--- src/rtl/batch_dispatch_if.sv ---
// Purpose: bundles the insertion side, the executor dispatch channel, completions and batch status of batch_dispatch.
// Latency: none, wires only.
// Backpressure: the dispatch channel is valid/ready; insertion is gated by accept_ready (a pulse while low is dropped).
//
// Ports (slave = batch_dispatch view):
//   in : transaction_accepted, inserted_programID[63:0], flush, dispatch_ready, exec_complete
//   out: accept_ready, dispatch_valid, dispatch_programID[63:0], dispatch_index, batch_clear,
//        batch_id[7:0], batch_count, overflow
interface batch_dispatch_if #(
    parameter int BATCH_INDEX_BITS = 6
);
    logic                        transaction_accepted;
    logic [63:0]                 inserted_programID;
    logic                        flush;
    logic                        accept_ready;
    logic                        dispatch_valid;
    logic [63:0]                 dispatch_programID;
    logic [BATCH_INDEX_BITS-1:0] dispatch_index;
    logic                        dispatch_ready;
    logic                        exec_complete;
    logic                        batch_clear;
    logic [7:0]                  batch_id;
    logic [BATCH_INDEX_BITS-1:0] batch_count;
    logic                        overflow;

    modport master (
        output transaction_accepted, inserted_programID, flush, dispatch_ready, exec_complete,
        input  accept_ready, dispatch_valid, dispatch_programID, dispatch_index,
               batch_clear, batch_id, batch_count, overflow
    );

    modport slave (
        input  transaction_accepted, inserted_programID, flush, dispatch_ready, exec_complete,
        output accept_ready, dispatch_valid, dispatch_programID, dispatch_index,
               batch_clear, batch_id, batch_count, overflow
    );
endinterface

--- src/rtl/batch_dispatch.sv ---
// Purpose: collects accepted program IDs into a batch, closes it (full/timeout/flush), dispatches the IDs
//          to the executor, waits for all completions and pulses batch_clear to retire the batch.
// Latency: dispatch_valid rises 1 cycle after the close condition; a batch of N retires N+3 cycles from close.
// Backpressure: dispatch entry holds while valid && !ready; accepts while accept_ready=0 are dropped (overflow).
//
// Ports: clk, rst (synchronous active-high); bus (batch_dispatch_if.slave) carries all handshake/status signals.
// Optional: define DISPATCH_STATS_EN to add stat_batches (batch_clear count) and stat_txs (dispatch
//           handshake count), both 32-bit and cleared only by rst.
module batch_dispatch #(
    parameter int MAX_BATCH_SIZE   = 48,
    parameter int BATCH_INDEX_BITS = 6,
    parameter int TIMEOUT_CYCLES   = 256,
    parameter int TIMEOUT_BITS     = 9
) (
    input  logic            clk,
    input  logic            rst,
`ifdef DISPATCH_STATS_EN
    output logic [31:0]     stat_batches,
    output logic [31:0]     stat_txs,
`endif
    batch_dispatch_if.slave bus
);
    localparam logic [1:0] ST_COLLECT   = 2'd0;
    localparam logic [1:0] ST_DRAIN     = 2'd1;
    localparam logic [1:0] ST_WAIT_DONE = 2'd2;
    localparam logic [1:0] ST_CLEAR     = 2'd3;

    localparam logic [BATCH_INDEX_BITS-1:0] IDX_ONE  = 1;
    localparam logic [BATCH_INDEX_BITS-1:0] IDX_MAX  = BATCH_INDEX_BITS'(MAX_BATCH_SIZE);
    localparam logic [TIMEOUT_BITS-1:0]     TMR_ONE  = 1;
    localparam logic [TIMEOUT_BITS-1:0]     TMR_LAST = TIMEOUT_BITS'(TIMEOUT_CYCLES - 1);

    logic [1:0]                  state_q, state_d;
    logic [BATCH_INDEX_BITS-1:0] count_q, count_d;
    logic [BATCH_INDEX_BITS-1:0] rd_ptr_q, rd_ptr_d;
    logic [BATCH_INDEX_BITS-1:0] done_cnt_q, done_cnt_d;
    logic [TIMEOUT_BITS-1:0]     timer_q, timer_d;
    logic [7:0]                  batch_id_q, batch_id_d;
    logic                        overflow_q, overflow_d;
    logic [63:0]                 buf_q [MAX_BATCH_SIZE];
    logic [63:0]                 buf_d [MAX_BATCH_SIZE];

    logic accept_ready;
    logic dispatch_valid;
    logic wr_en;
    logic dispatch_hs;
    logic done_inc;
    logic close_now;

    assign accept_ready   = (state_q == ST_COLLECT) && (count_q < IDX_MAX);
    assign dispatch_valid = (state_q == ST_DRAIN);
    assign wr_en          = bus.transaction_accepted && accept_ready;
    assign dispatch_hs    = dispatch_valid && bus.dispatch_ready;
    // Completions saturate at the batch size so stray pulses cannot push done_cnt past count.
    assign done_inc       = bus.exec_complete && (done_cnt_q < count_q);

    always_comb begin
        state_d    = state_q;
        count_d    = count_q;
        rd_ptr_d   = rd_ptr_q;
        done_cnt_d = done_cnt_q;
        timer_d    = timer_q;
        batch_id_d = batch_id_q;
        buf_d      = buf_q;
        close_now  = 1'b0;
        overflow_d = overflow_q || (bus.transaction_accepted && !accept_ready);

        case (state_q)
            ST_COLLECT: begin
                if (wr_en) begin
                    buf_d[count_q] = bus.inserted_programID;
                    count_d        = count_q + IDX_ONE;
                end
                // Timer runs only while the batch holds entries, so it starts the cycle after the first write.
                if (count_q != '0) begin
                    timer_d = timer_q + TMR_ONE;
                end
                // A write in the closing cycle is already in count_d, so it joins this batch.
                close_now = (wr_en && (count_d == IDX_MAX))
                         || (bus.flush && ((count_q != '0) || wr_en))
                         || ((count_q != '0) && (timer_q == TMR_LAST));
                if (close_now) begin
                    state_d = ST_DRAIN;
                end
            end
            ST_DRAIN: begin
                if (done_inc) begin
                    done_cnt_d = done_cnt_q + IDX_ONE;
                end
                if (dispatch_hs) begin
                    rd_ptr_d = rd_ptr_q + IDX_ONE;
                    if (rd_ptr_q == (count_q - IDX_ONE)) begin
                        state_d = ST_WAIT_DONE;
                    end
                end
            end
            ST_WAIT_DONE: begin
                if (done_inc) begin
                    done_cnt_d = done_cnt_q + IDX_ONE;
                end
                if (done_cnt_q == count_q) begin
                    state_d = ST_CLEAR;
                end
            end
            ST_CLEAR: begin
                state_d    = ST_COLLECT;
                batch_id_d = batch_id_q + 8'd1;
                count_d    = '0;
                rd_ptr_d   = '0;
                done_cnt_d = '0;
                timer_d    = '0;
            end
            default: begin
                state_d = ST_COLLECT;
            end
        endcase
    end

    always_ff @(posedge clk) begin
        if (rst) begin
            state_q    <= ST_COLLECT;
            count_q    <= '0;
            rd_ptr_q   <= '0;
            done_cnt_q <= '0;
            timer_q    <= '0;
            batch_id_q <= '0;
            overflow_q <= 1'b0;
        end else begin
            state_q    <= state_d;
            count_q    <= count_d;
            rd_ptr_q   <= rd_ptr_d;
            done_cnt_q <= done_cnt_d;
            timer_q    <= timer_d;
            batch_id_q <= batch_id_d;
            overflow_q <= overflow_d;
        end
    end

    // Buffer contents are don't-care after reset; only count_q decides which slots are live.
    always_ff @(posedge clk) begin
        buf_q <= buf_d;
    end

    assign bus.accept_ready       = accept_ready;
    assign bus.dispatch_valid     = dispatch_valid;
    // rd_ptr_q may point one past the last slot outside DRAIN, so the read is masked there.
    assign bus.dispatch_programID = dispatch_valid ? buf_q[rd_ptr_q] : 64'd0;
    assign bus.dispatch_index     = dispatch_valid ? rd_ptr_q : '0;
    assign bus.batch_clear        = (state_q == ST_CLEAR);
    assign bus.batch_id           = batch_id_q;
    assign bus.batch_count        = count_q;
    assign bus.overflow           = overflow_q;

`ifdef DISPATCH_STATS_EN
    logic [31:0] stat_batches_q, stat_batches_d;
    logic [31:0] stat_txs_q, stat_txs_d;

    always_comb begin
        stat_batches_d = stat_batches_q + ((state_q == ST_CLEAR) ? 32'd1 : 32'd0);
        stat_txs_d     = stat_txs_q + (dispatch_hs ? 32'd1 : 32'd0);
    end

    always_ff @(posedge clk) begin
        if (rst) begin
            stat_batches_q <= '0;
            stat_txs_q     <= '0;
        end else begin
            stat_batches_q <= stat_batches_d;
            stat_txs_q     <= stat_txs_d;
        end
    end

    assign stat_batches = stat_batches_q;
    assign stat_txs     = stat_txs_q;
`endif
endmodule

--- src/flat_wrapper.sv ---
// flat-port wrapper written by rule: the top's interface ports become plain ports
module batch_dispatch_flat 
#(
    parameter int MAX_BATCH_SIZE   = 48,
    parameter int BATCH_INDEX_BITS = 6,
    parameter int TIMEOUT_CYCLES   = 256,
    parameter int TIMEOUT_BITS     = 9
)
  (clk, rst, bus_transaction_accepted, bus_inserted_programID, bus_flush, bus_dispatch_ready, bus_exec_complete, bus_accept_ready, bus_dispatch_valid, bus_dispatch_programID, bus_dispatch_index, bus_batch_clear, bus_batch_id, bus_batch_count, bus_overflow);
  batch_dispatch_if #(.BATCH_INDEX_BITS(BATCH_INDEX_BITS)) bus_i ();
  input  logic clk;
  input  logic rst;
  input wire logic [$bits(bus_i.transaction_accepted)-1:0] bus_transaction_accepted;
  input wire logic [$bits(bus_i.inserted_programID)-1:0] bus_inserted_programID;
  input wire logic [$bits(bus_i.flush)-1:0] bus_flush;
  input wire logic [$bits(bus_i.dispatch_ready)-1:0] bus_dispatch_ready;
  input wire logic [$bits(bus_i.exec_complete)-1:0] bus_exec_complete;
  output wire logic [$bits(bus_i.accept_ready)-1:0] bus_accept_ready;
  output wire logic [$bits(bus_i.dispatch_valid)-1:0] bus_dispatch_valid;
  output wire logic [$bits(bus_i.dispatch_programID)-1:0] bus_dispatch_programID;
  output wire logic [$bits(bus_i.dispatch_index)-1:0] bus_dispatch_index;
  output wire logic [$bits(bus_i.batch_clear)-1:0] bus_batch_clear;
  output wire logic [$bits(bus_i.batch_id)-1:0] bus_batch_id;
  output wire logic [$bits(bus_i.batch_count)-1:0] bus_batch_count;
  output wire logic [$bits(bus_i.overflow)-1:0] bus_overflow;
  assign bus_i.transaction_accepted = bus_transaction_accepted;
  assign bus_i.inserted_programID = bus_inserted_programID;
  assign bus_i.flush = bus_flush;
  assign bus_i.dispatch_ready = bus_dispatch_ready;
  assign bus_i.exec_complete = bus_exec_complete;
  assign bus_accept_ready = bus_i.accept_ready;
  assign bus_dispatch_valid = bus_i.dispatch_valid;
  assign bus_dispatch_programID = bus_i.dispatch_programID;
  assign bus_dispatch_index = bus_i.dispatch_index;
  assign bus_batch_clear = bus_i.batch_clear;
  assign bus_batch_id = bus_i.batch_id;
  assign bus_batch_count = bus_i.batch_count;
  assign bus_overflow = bus_i.overflow;
  batch_dispatch #(.MAX_BATCH_SIZE(MAX_BATCH_SIZE), .BATCH_INDEX_BITS(BATCH_INDEX_BITS), .TIMEOUT_CYCLES(TIMEOUT_CYCLES), .TIMEOUT_BITS(TIMEOUT_BITS)) u_core (.clk(clk), .rst(rst), .bus(bus_i));
endmodule
--- config.mk ---
export PLATFORM = sky130hd
export DESIGN_NAME = batch_dispatch_flat
export DESIGN_NICKNAME = d
export VERILOG_FILES = /design/src/rtl/batch_dispatch_if.sv /design/src/rtl/batch_dispatch.sv /design/src/flat_wrapper.sv
export SDC_FILE = /design/constraint.sdc
export NUM_CORES = 2
export LEC_CHECK = 0
export CAP_MARGIN = 5
export CORE_MARGIN = 4
export CORE_UTILIZATION = 35
export DETAILED_ROUTE_END_ITERATION = 10
export PLACE_DENSITY_LB_ADDON = 0.15
export SYNTH_ARGS = -nofsm -noshare
export SYNTH_HDL_FRONTEND = slang
export SYNTH_SLANG_ARGS = --single-unit
--- constraint.sdc ---
create_clock -name clk -period 4.8 [get_ports clk]
set_input_delay 0.48 -clock clk [delete_from_list [all_inputs] [get_ports clk]]
set_output_delay 0.48 -clock clk [all_outputs]
set_load 0.005 [all_outputs]
# Word-level counts from Yosys, hierarchy flattened
# Cells that the tools add are included.
dict set report classes {
  n_addsub 6
  mul 0
  n_div 0
  n_lt_le_gt_ge 5
  eq_ne 13
  n_shift 0
  n_mux 22
  bitwise 2
  reduce_logical 25
}
# op n
set ops {}
lappend ops {{3072-bit bitwise mux} 1}
lappend ops {{64-bit binary-select mux with 6-bit select} 1}
lappend ops {{64-bit demux with 6-bit select} 1}
lappend ops {{64-bit 2-to-1 mux} 4}
lappend ops {{6-bit case mux with 2 select lines} 3}
lappend ops {{6-bit 2-to-1 mux} 5}
lappend ops {{6-bit by 1-bit adder with 6-bit output (second input constant)} 3}
lappend ops {{9-bit case mux with 2 select lines} 1}
lappend ops {{7-bit >= comparator (second input constant)} 2}
lappend ops {{6-bit inverter with 7-bit output} 2}
lappend ops {{6-bit == test} 2}
lappend ops {{9-bit by 1-bit adder with 9-bit output (second input constant)} 1}
lappend ops {{9-bit by 8-bit == test with 1-bit output (second input constant)} 1}
lappend ops {{1-bit logical AND} 9}
lappend ops {{9-bit 2-to-1 mux} 1}
lappend ops {{8-bit by 1-bit adder with 8-bit output (second input constant)} 1}
lappend ops {{2-bit 2-to-1 mux} 4}
lappend ops {{2-bit inequality test (second input constant)} 4}
lappend ops {{2-bit case mux with 4 select lines} 1}
lappend ops {{2-bit AND reduction} 4}
lappend ops {{7-bit by 1-bit < comparator with 1-bit output (second input constant)} 1}
lappend ops {{6-bit == test (second input constant)} 1}
lappend ops {{6-bit < comparator} 1}
lappend ops {{6-bit < comparator (second input constant)} 1}
lappend ops {{11 further kinds} 18}
dict set report word_totals {
  ff_bits 3110
  latch_bits 0
  ramBits 0
  rom_bits 0
  input_bits 70
  out_inout_bits 88
  word_cells 128
  mem_count 0
}

# Logic depth before layout (Yosys ltp)
dict set report logic_depth {
  word_depth 11
  ltp_mapped 11
  ltp_nobuf 10
}

# Worst setup path after synthesis
# OpenSTA, ideal clock, no wires.
dict set report synth_timing {
  path_kind {register to register}
  startpoint {register u_core.state_q[1]}
  endpoint {register u_core.buf_q[320] (netlist bit) (enable)}
  setup_time_ns 0.487
  arrival_ns 4.245
  required_time_ns 4.313
  path_slack_ns 0.068
  path_stages_with_launch 8
  n_path_buf 0
  synth_period_minus_slack_ns 4.732
  path_cell_list {dfxtp_1 > inv_1 > ha_1 > a21boi_1 > nand2_1 > nor2_1 > nand2_1 > nor2_1}
}
dict set report synth_between {
  elab_chain_cells 4
}
# element line
set synth_rtl {}
lappend synth_rtl {{start: declaration} batch_dispatch.sv:33} ;# logic [1:0] state_q, state_d;
lappend synth_rtl {{start signal: assignment} batch_dispatch.sv:129} ;# state_q <= state_d;
lappend synth_rtl {{2-bit zero test} batch_dispatch.sv:50} ;# assign accept_ready = (state_q == ST_COLLECT) && (count_q < IDX_MAX);
lappend synth_rtl {{1-bit logical AND} batch_dispatch.sv:50}
lappend synth_rtl {{named net bus_accept_ready} flat_wrapper.sv:18} ;# output wire logic [$bits(bus_i.accept_ready)-1:0] bus_accept_ready;
lappend synth_rtl {{1-bit logical AND} batch_dispatch.sv:52} ;# assign wr_en = bus.transaction_accepted && accept_ready;
lappend synth_rtl {{2-bit AND reduction (no line)} n/a}
lappend synth_rtl {{end signal: assignment} batch_dispatch.sv:141} ;# buf_q <= buf_d;
lappend synth_rtl {{end: declaration} batch_dispatch.sv:40} ;# logic [63:0] buf_q [MAX_BATCH_SIZE];
# The timed path passes the listed nets, and every way through them passes these cells.
# A chain may end at the register's enable or synchronous reset.

# Final worst setup path
dict set report layout_timing {
  startpoint {register u_core.rd_ptr_q[1]}
  endpoint {output port bus_dispatch_programID[59]}
}
dict set report layout_between {
  elab_chain_cells 5
}
# element line
set layout_rtl {}
lappend layout_rtl {{start: declaration} batch_dispatch.sv:35} ;# logic [BATCH_INDEX_BITS-1:0] rd_ptr_q, rd_ptr_d;
lappend layout_rtl {{start signal: assignment} batch_dispatch.sv:131} ;# rd_ptr_q <= rd_ptr_d;
lappend layout_rtl {{6-bit inverter with 7-bit output (implied by the code)} batch_dispatch.sv:147} ;# assign bus.dispatch_programID = dispatch_valid ? buf_q[rd_ptr_q] : 64'd0;
lappend layout_rtl {{64-bit binary-select mux with 6-bit select} batch_dispatch.sv:147}
lappend layout_rtl {{64-bit 2-to-1 mux (implied by the code) (2 in a row)} batch_dispatch.sv:147}
lappend layout_rtl {{64-bit 2-to-1 mux} batch_dispatch.sv:147}
lappend layout_rtl {{end: declaration} flat_wrapper.sv:20} ;# output wire logic [$bits(bus_i.dispatch_programID)-1:0] bus_dispatch_programID;
# No other way between the ends. The select of a mux whose other input is x is not followed.

==> results_dict.tcl <==
set metrics [dict create \
    status "complete, no violations" \
    cp_num_buf_inv 5 \
    fmax_mhz 214 \
    relSlewSlack 0.146 \
    synthFlopType "edfxtp_1" \
    yosysUniqueCellTypes 52 \
    final_area_um2 141000 \
    p_seq_frac 0.493 \
    num_vias 56800 \
    grtUsageTotal 0.203 \
    ys_warn_count 0 \
    final_common_cell "edfxtp_1" \
    layout-drive-gt1-share 0.314 \
    fin_crit_ps 4680 \
    critical_path_class "flop to primary output" \
    layout_common_cells "3072 x edfxtp_1, 924 x mux4_2, 343 x clkbuf_16, 218 x buf_4, 156 x clkdlybuf4s50_1" \
    busiest_layer "met2" \
    start_util 0.353 \
    power.density_nw_per_um2 439 \
    grt_pass1_vias 58800 \
    synth-compound-area-share 0.0136 \
    antenna_found_initial 15 \
    synthXorXnorAreaFrac 0.00162 \
    cp_top_family "buffers and inverters" \
    worst_pin_slew_ps 1280 \
    met3_usage 0.0299 \
    start_kind "flop" \
    die_h_um 591 \
    synth_adder_area_share 0.00189 \
    synth_top_family_by_area "multiplexers" \
    rsz0062_at_grt "no" \
    cp_max_fo 22 \
    finalCritPeriodShare 0.975 \
    setup_tns_ps 0 \
    synth-edff-count 3072 \
    finalHoldViolations 0 \
    arrival_ps 4200 \
    netlist_area_um2 119000 \
    nFillCells 29300 \
    timing.max_cap.violations 0 \
    cts_inserted_buffers 335 \
    async_reset_ff_frac 0 \
    p_total_uw 61700 \
    clockRootBuffer "clkbuf_16" \
    max-vdd-ir-drop_mv 0.384 \
    cpMaxStageDelayCell "dfxtp_4" \
    clockBufferDepth 4 \
    gp_congestion 0.732 \
    fin_skew_ps 37.0 \
    synth_simple_gate_area_frac 0.0106 \
    h-tree-depth 5 \
    fp-row-count 213 \
    p_sw_frac 0.228 \
    drt-wirelength-per-cell_um 34.9 \
    hold_class "primary input to flop" \
    core_um2 338000 \
    cts_tree "built" \
    clkTransAtPathRegs_ps 60 \
    netSwitchingPower_uw 14100 \
    holdWs_ps 423 \
    grt.overflow.total 0 \
    finalSetupViolations 0 \
    ant_nets 0 \
    drc_errors 0 \
    die_x_um 591 \
    via_per_inst 5.52 \
    syn_inst 4935 \
    drt_wl_total_um 360000 \
    clkLatencyLatePin_ps 930 \
    slew_violations 0 \
    grt_first_pass_wirelength_um 492000 \
    dpl.hpwl_um 184000 \
    gr-usage-met1 0.287 \
    seq_area_frac_synth 0.781 \
    p_int_uw 47600 \
    placed_cell_area_um2 130000 \
    synth_seq_cells 3110 \
    p_leak_uw 0.0420 \
    postSynthAreaPerCell_um2 24.1 \
    clkPwrFrac 0.403 \
    globalRouteMet2Util 0.336 \
    required_ps 4320 \
    dieArea_um2 350000 \
    p_comb_frac 0.104 \
    grt_start_max_net_pins 78 \
    ios 158 \
    critPathCaptureType "primary output" \
    dr.pass1.iters 6 \
    cpPeakStageDelay_ps 500 \
    cts_sinks 3110 \
    fin_nets 5607 \
    drt_iter0_drc 6794 \
    crit_path_cell_trace "buf_12 -> buf_12 -> buf_4 -> mux4_2 -> mux4_2 -> a22oi_1 -> a21boi_1 -> buf_4 -> clkdlybuf4s50_1" \
    portBuffers 157 \
    synth_nets 5023 \
    area_growth_pct 18.0 \
    synthMuxAreaShare 0.180 \
]
[power groups by stage]
stage                     Sequential [µW]  Combinational (µW)  Clock, µW
after floorplan                     31000                3880          0
after global placement              31000                6360          0
after detailed placement            31000                6420          0
after CTS                           30400                6570      25400
after global routing                30400                6900      26600
final                               30400                6440      24900
[timing repair]
action / in CTS / in global routing
setup endpoints to repair: 55 / 12
gates resized for setup: 24 / 11
hold buffers: 0 / 0
setup buffers: 9 / 0
gates cloned: 4 / 2
[final cells by class]
type                       count  area, µm²  share of cell area
sequential                  3110      93000               0.662
multi-input combinational   1533      25200               0.180
clock buffer                 423       8860              0.0630
timing repair buffer         520       6160              0.0438
tap                         4515       5650              0.0402
clock inverter               173       1560              0.0111
inverter                      19       71.3            0.000507
antenna                        8       20.0            0.000142
[worst register-to-register path: stages, from the launching register on]
cell	delay [ps]
dfxtp_1	330
inv_1	160
ha_1	500
a21boi_1	720
nand2_1	190
nor2_1	290
nand2_1	460
nor2_4	710
buf_4	410
[Yosys cell counts (9+ instances only)]
cell      number  share of area
edfxtp_1    3072           0.77
mux4_2       924           0.17
buf_2        138         0.0058
clkbuf_1     104         0.0033
nand2_1      101         0.0032
nor2_1        90         0.0028
a21boi_0      51         0.0032
a22oi_1       51         0.0032
mux2i_1       42         0.0035
dfxtp_1       38         0.0064
a21oi_1       36         0.0015
mux2_2        23         0.0022
o211ai_1      23         0.0014
inv_1         19        0.00060
nor2b_1       19         0.0010
buf_4         18         0.0011
ha_1          18         0.0019
a211oi_1      17         0.0011
a32oi_1       13        0.00096
nand3_1       13        0.00055
xnor2_1       12        0.00088
buf_1         10        0.00032
xor2_1        10        0.00073
nand4_1        9        0.00047
[path summary, 6_finish.rpt]
| check | start | endpoint | slack [ps] | cells past startpoint |
|---|---|---|---|---|
| worst max-delay path | u_core.rd_ptr_q[1] | bus_dispatch_programID[59] | 120 | 9 |
| worst min-delay path | rst | u_core.bus.batch_id[4] | 420 | 3 |
| worst max register to register | u_core.state_q[1] | u_core.buf_q[1231] | 710 | 8 |
| worst min register to register | u_core.bus.overflow | u_core.bus.overflow | 480 | 2 |
[cell families (layout without fill, tap and decap cells)]
| group | Yosys count | in the layout |
|---|---|---|
| DFF | 3110 | 3110 |
| muxes | 989 | 989 |
| buffers and inverters | 292 | 1135 |
| and+or+nand+nor | 277 | 277 |
| AOI/OAI and AO/OA | 227 | 227 |
| xor gates and xnor gates | 22 | 22 |
| adders and majority gates | 18 | 18 |
| other | 0 | 8 |
[state kept, by name, indices dropped and copies added (netlist names)]
name / flops
u_core.buf_q: 3072
u_core.timer_q: 9
u_core.bus.batch_id: 8
u_core.bus.batch_count: 6
u_core.done_cnt_q: 6
u_core.rd_ptr_q: 6
u_core.state_q: 2
u_core.bus.overflow: 1
[layer usage]
metal	vias to the layer above	share of wire
met2	2045	0.49
met1	31800	0.43
li1	22500	-
met3	397	0.064
met5	-	0.000058
met4	4	0.018
[stage by stage]
step / worst slack (ps) / instances / util
finish: 120 / 10300 / 0.416
global placement: 435 / 9683 / 0.384
floorplan: 68.1 / 4935 / -
detailed placement: 440 / 9683 / 0.384
global route: 2.17 / 10300 / 0.416
CTS: 1.06 / 10300 / 0.416
No activity file was read; power rests on OpenSTA's default activity.
